$ cat src/rtl/vote_collector.sv
// Four-voter ballot collector: synchronizes and debounces raw buttons, then
// latches one yes-vote per voter during a bounded voting window.
module vote_collector #(
    parameter int DEB_CYCLES = 4,
    parameter int WIN_CYCLES = 1024
) (
    input  logic       clk,
    input  logic       rst_n,
    input  logic       start,
    input  logic       close_req,
    input  logic [3:0] btn,
    output logic [3:0] votes,
    output logic       votes_valid,
    output logic       win_open
);

    typedef enum logic [1:0] {IDLE, OPEN, DONE} state_t;

    localparam logic [7:0]  DEB_LAST = 8'(DEB_CYCLES - 1);
    localparam logic [15:0] WIN_LOAD = 16'(WIN_CYCLES);

    logic [3:0]  sync_p0;
    logic [3:0]  sync_p1;
    logic [3:0]  deb_lvl;
    logic [3:0]  deb_rise;
    logic [7:0]  deb_cnt [4];
    state_t      state;
    state_t      state_nxt;
    logic [3:0]  ballot;
    logic [15:0] timer;

    // stage p0 -> p1: two-flop synchronizer per button
    always_ff @(posedge clk or negedge rst_n) begin
        if (!rst_n) begin
            sync_p0 <= '0;
            sync_p1 <= '0;
        end else begin
            sync_p0 <= btn;
            sync_p1 <= sync_p0;
        end
    end

    // A rise is flagged on the same edge that flips the debounced level high
    always_comb begin
        deb_rise = '0;
        for (int i = 0; i < 4; i++) begin
            deb_rise[i] = ~deb_lvl[i] & sync_p1[i] & (deb_cnt[i] == DEB_LAST);
        end
    end

    always_ff @(posedge clk or negedge rst_n) begin
        if (!rst_n) begin
            deb_lvl <= '0;
            for (int i = 0; i < 4; i++) begin
                deb_cnt[i] <= '0;
            end
        end else begin
            for (int i = 0; i < 4; i++) begin
                if (sync_p1[i] == deb_lvl[i]) begin
                    deb_cnt[i] <= '0;
                end else if (deb_cnt[i] == DEB_LAST) begin
                    deb_lvl[i] <= sync_p1[i];
                    deb_cnt[i] <= '0;
                end else begin
                    deb_cnt[i] <= deb_cnt[i] + 8'd1;
                end
            end
        end
    end

    always_ff @(posedge clk or negedge rst_n) begin
        if (!rst_n) begin
            state <= IDLE;
        end else begin
            state <= state_nxt;
        end
    end

    always_comb begin
        state_nxt = state;
        case (state)
            IDLE:    if (start) state_nxt = OPEN;
            OPEN:    if (close_req || timer == 16'd1) state_nxt = DONE;
            DONE:    if (start) state_nxt = OPEN;
            default: state_nxt = IDLE;
        endcase
    end

    always_comb begin
        win_open    = 1'b0;
        votes_valid = 1'b0;
        case (state)
            OPEN:    win_open    = 1'b1;
            DONE:    votes_valid = 1'b1;
            default: ;
        endcase
    end

    // Ballot and timer only change on round entry or while the window is open
    always_ff @(posedge clk or negedge rst_n) begin
        if (!rst_n) begin
            ballot <= '0;
            timer  <= '0;
        end else if ((state == IDLE || state == DONE) && start) begin
            ballot <= '0;
            timer  <= WIN_LOAD;
        end else if (state == OPEN) begin
            ballot <= ballot | deb_rise;
            if (timer != 16'd0) begin
                timer <= timer - 16'd1;
            end
        end
    end

    assign votes = ballot;

endmodule

$ cat config.mk
export PLATFORM = sky130hd
export DESIGN_NAME = vote_collector
export DESIGN_NICKNAME = d
export VERILOG_FILES = /design/src/rtl/vote_collector.sv
export SDC_FILE = /design/constraint.sdc
export NUM_CORES = 1
export LEC_CHECK = 0
export CORE_UTILIZATION = 30
export CTS_BUF_LIST = sky130_fd_sc_hd__clkbuf_16
export CTS_CLUSTER_SIZE = 40
export DETAILED_ROUTE_END_ITERATION = 8
export GPL_ROUTABILITY_DRIVEN = 0
export HOLD_SLACK_MARGIN = 0.03
export SETUP_SLACK_MARGIN = 0.1
export SLEW_MARGIN = 15
export SYNTH_ARGS = -nofsm -noshare
export SYNTH_HDL_FRONTEND = slang
export SYNTH_SLANG_ARGS = --single-unit
$ cat constraint.sdc
create_clock -name clk -period 1.9 [get_ports clk]
set_input_delay 0.285 -clock clk [delete_from_list [all_inputs] [get_ports clk]]
set_output_delay 0.285 -clock clk [all_outputs]
set_load 0.01 [all_outputs]
==> run summary, run 1 <==
Summing all placed instances gives a cell area of 3500 sq um. Summed over all layers, the global routing overflow is 0. Setup repair after global routing could not meet its margin everywhere. The run gives 0 as the count of pins over their slew limit. The antenna violation net count after detailed routing was 0; the global-route wire length before repair was 9760 um.

The clock insertion delay at the later pin of the skew report is 0.32 ns. Headroom to the max-slew limit came out at 60.9%. For the synthesized net count, the log shows 298. Summed over all failing endpoints, the final setup total negative slack is 0 ns.

Total DRC errors in the routed layout: 0. The worst path needs 1.81 ns of the cycle, external delays included. After the last flow step, the layout net total stands at 344. The number of flops mapped to enable cells by yosys was 0; the number of antenna violations at the first check in global routing was 0.

The tools report the sort of element at the end of the critical path as a register. The layout has 965 filler cells. The post-route netlist has 23.0% of its cells at a drive strength greater than 1.

The maximum number of pins on one net before global-route repair is 67. For the worst setup path, the data required time is 2.10 ns. The run gives 14 as the number of top-level pins. The dominant synthesized flop cell is dfrtp_1. Across the run, the number of max-cap violations was 0. Worst-case setup margin in the final layout: 0.0945 ns. TritonCTS created 9 clock buffers. The worst setup path is of the reg2reg kind. The number of instances on the worst hold path was 0; the path depth of the worst reg2reg path was 5. In the synthesized netlist, the cells that appear most often are dfrtp_1 (66), nor2_1 (40), nand3_1 (23), xor2_1 (20), nand2_1 (13). The peak fanout along the critical path is 4. After detailed routing, the average wire length per cell comes to 12.4 um. For the critical path arrival, the log shows 2.01 ns. For this configuration, the core starts out at a cell density of 31.2%. The share of the clock period used by the worst path after layout was 95.0%; the count of final hold-check violations was 0. The tightest min-delay check is of the reg2reg type. After synthesis, the netlist uses 43 different library cells.

The run gives 66 as the number of clock sinks seen by CTS. The flow ran to the end, and the final reports show no timing, DRC or antenna violations. Before CTS, the worst setup slack after placement is 0.0471 ns.

Summed over all nets, the half-perimeter wirelength after detailed placement is 3690 um. Clock tree synthesis selected as its root buffer the cell clkbuf_16. Power spread over the standard cell area amounts to 1350 nW/um^2.

The initialized floorplan defines 36 standard-cell rows. The number of global-route vias before repair was 2164. The number of vias after detailed routing was 2136. The share of synthesized area in the top cell type comes to 54.0%. The total iterations of the first detailed-routing run is 4, and the post-synthesis async set-or-reset flop share is 100%. At the pin with the least slew margin, the transition time is 0.587 ns. The core region is 9820 sq um. Summing all non-filler instances in the final layout gives an area of 4060 sq um. Count of yosys warnings during synthesis: 0. The synthesized design contains 66 register bits. The post-synthesis instance area was 3060 sq um.

The total routing resource utilization after global routing is 12.1%. The mean area per synthesized cell came out at 10.9 sq um. The startpoint type of the worst setup path is a register. The clock passes through at most 2 buffers. The utilization after layout came out at 41.3%. Static timing analysis puts the maximum clock frequency at 554 MHz. After layout, the design draws a total of 0.00547 W. Synthesis produced 280 cells. The library cell occupying the most area in the post-synthesis netlist is dfrtp_1. In the post-synthesis netlist, the cell with the most instances is dfrtp_1. VDD sags by at most 491 uV.

TritonCTS built the clock tree. For the antenna diode count, the log shows 0. The final setup skew was 0.00550 ns. Summed over all cells, the static leakage comes to 1.86 nW. Setup violations remaining at the end of the flow were counted as 0. Sequential cells were found to cover 54.0% of the synthesized design area.

The tools report the area used by sequential logic in the layout as 1650 sq um. Via density per instance: 4.60. Yosys attributes the largest share of cell area to dfrtp_1 (54%), xor2_1 (5.7%), nor2_1 (4.9%), ha_1 (4.1%), nand3_1 (3.8%). Vertical extent of the die: 103 um. The die covers 10600 sq um.

The area growth from synthesis to layout is 32.6%. The number of port buffers was 13. The multi-input combinational cells in the finished layout cover a total of 1500 sq um. The die is 103 um wide. The detailed router finished its first iteration with 57 violations.

The H-tree was split into 3 levels. Post-detailed-routing wire length: 5740 um. The clock transition time at the flip-flop clock pins of the worst setup and hold paths was 0.05 ns.
==> state kept, by name, summed over array words and instances (netlist names) <==
signal	cells
deb_cnt	32
deb_lvl	4
state	2
sync_p0	4
sync_p1	4
timer	16
votes	4
==> metal layers <==
layer	GRT usage, %	wire length [um]	share of wire (%)	vias up
met4	3.90	41	0.71	0
met1	14.3	2750	48	1046
met3	4.27	166	2.9	4
li1	-	-	-	1068
met5	0	0	0	-
met2	20.6	2780	48	18
==> kinds of logic after synthesis <==
| kind of cell | Yosys count | share of synthesized area, % |
|---|---|---|
| xor+xnor | 24 | 6.87 |
| mux | 15 | 5.07 |
| buf+inv | 17 | 2.25 |
| flops | 66 | 54.0 |
| compound gates | 19 | 4.05 |
| fa+ha+maj | 10 | 4.09 |
| simple gates | 129 | 23.7 |
==> final timing paths <==
path	startpoint	to	slack [ns]
min in group asynchronous	rst_n	deb_cnt[18]	0.52
max reg2reg	deb_cnt[9]	deb_lvl[2]	0.09
min reg2reg	sync_p0[2]	sync_p1[2]	0.35
max in group asynchronous	rst_n	deb_cnt[10]	1.09
min	sync_p0[2]	sync_p1[2]	0.35
max	deb_cnt[9]	deb_lvl[2]	0.09
==> through the flow <==
step                      std cells  hold WS [ns]
after floorplan                 280       -0.0106
after global placement          438         0.333
after detailed placement        438         0.329
after CTS                       460         0.348
after global routing            464         0.357
final                           464         0.347
==> cell type report <==
class / count / area share, %
clock buffer: 9 / 5.55
clock inverter: 7 / 2.90
inverter: 11 / 1.02
multi-input combinational: 197 / 37.0
sequential: 66 / 40.7
tap: 133 / 4.10
timing repair buffer: 41 / 8.75
==> critical path: stages (launching register included) <==
cell	delay, ns
dfrtp_1	0.37
ha_2	0.18
or4b_4	0.47
nor4_4	0.16
nor2b_1	0.18
mux2_1	0.33
==> cell usage in the layout, fill, tap and decap left out, drive strengths merged, types with 3 or more instances in the layout <==
cell type and count:
nor2b 5, inv 11, nor3 4, or3 4
nor2 40, nand3 23, and3 8, clkbuf 9
xnor2 4, nor4 9, ha 10, a31oi 3
nand3b 3, o21ai 5, mux2i 11, or4b 4
a21oi 4, bufinv 3, dfrtp 66, nand2b 3
xor2 20, nand2 13, or2 4, buf 28
clkdlybuf4s50 10, mux2 4, nor4b 3
==> where the power goes <==
group	leakage, nW	total [W]	switching, W	internal [W]
clock network	0.159	0.00187	0.000590	0.00128
registers	0.870	0.00193	0.000257	0.00167
logic	0.835	0.00168	0.000827	0.000848
==> timing repair <==
action | CTS | global route
setup buffers | 5 | 4
gates resized for setup | 9 | 20
hold endpoints to repair | 66 | 0
hold buffers | 1 | 0
pin swaps | 3 | 2
endpoints found under the setup margin | 31 | 26
No activity file was read; power rests on OpenSTA's default activity.
==> inputs of run 2 (changes only) <==
--- a/config.mk
+++ b/config.mk
@@ -10,7 +10,7 @@
 export CTS_CLUSTER_SIZE = 40
 export DETAILED_ROUTE_END_ITERATION = 8
 export GPL_ROUTABILITY_DRIVEN = 0
-export HOLD_SLACK_MARGIN = 0.03
+export HOLD_SLACK_MARGIN = 0.08
 export SETUP_SLACK_MARGIN = 0.1
 export SLEW_MARGIN = 15
 export SYNTH_ARGS = -nofsm -noshare
==> results of run 2 <==
No change in the layout: final DEF, timing and power equal those of run 1.
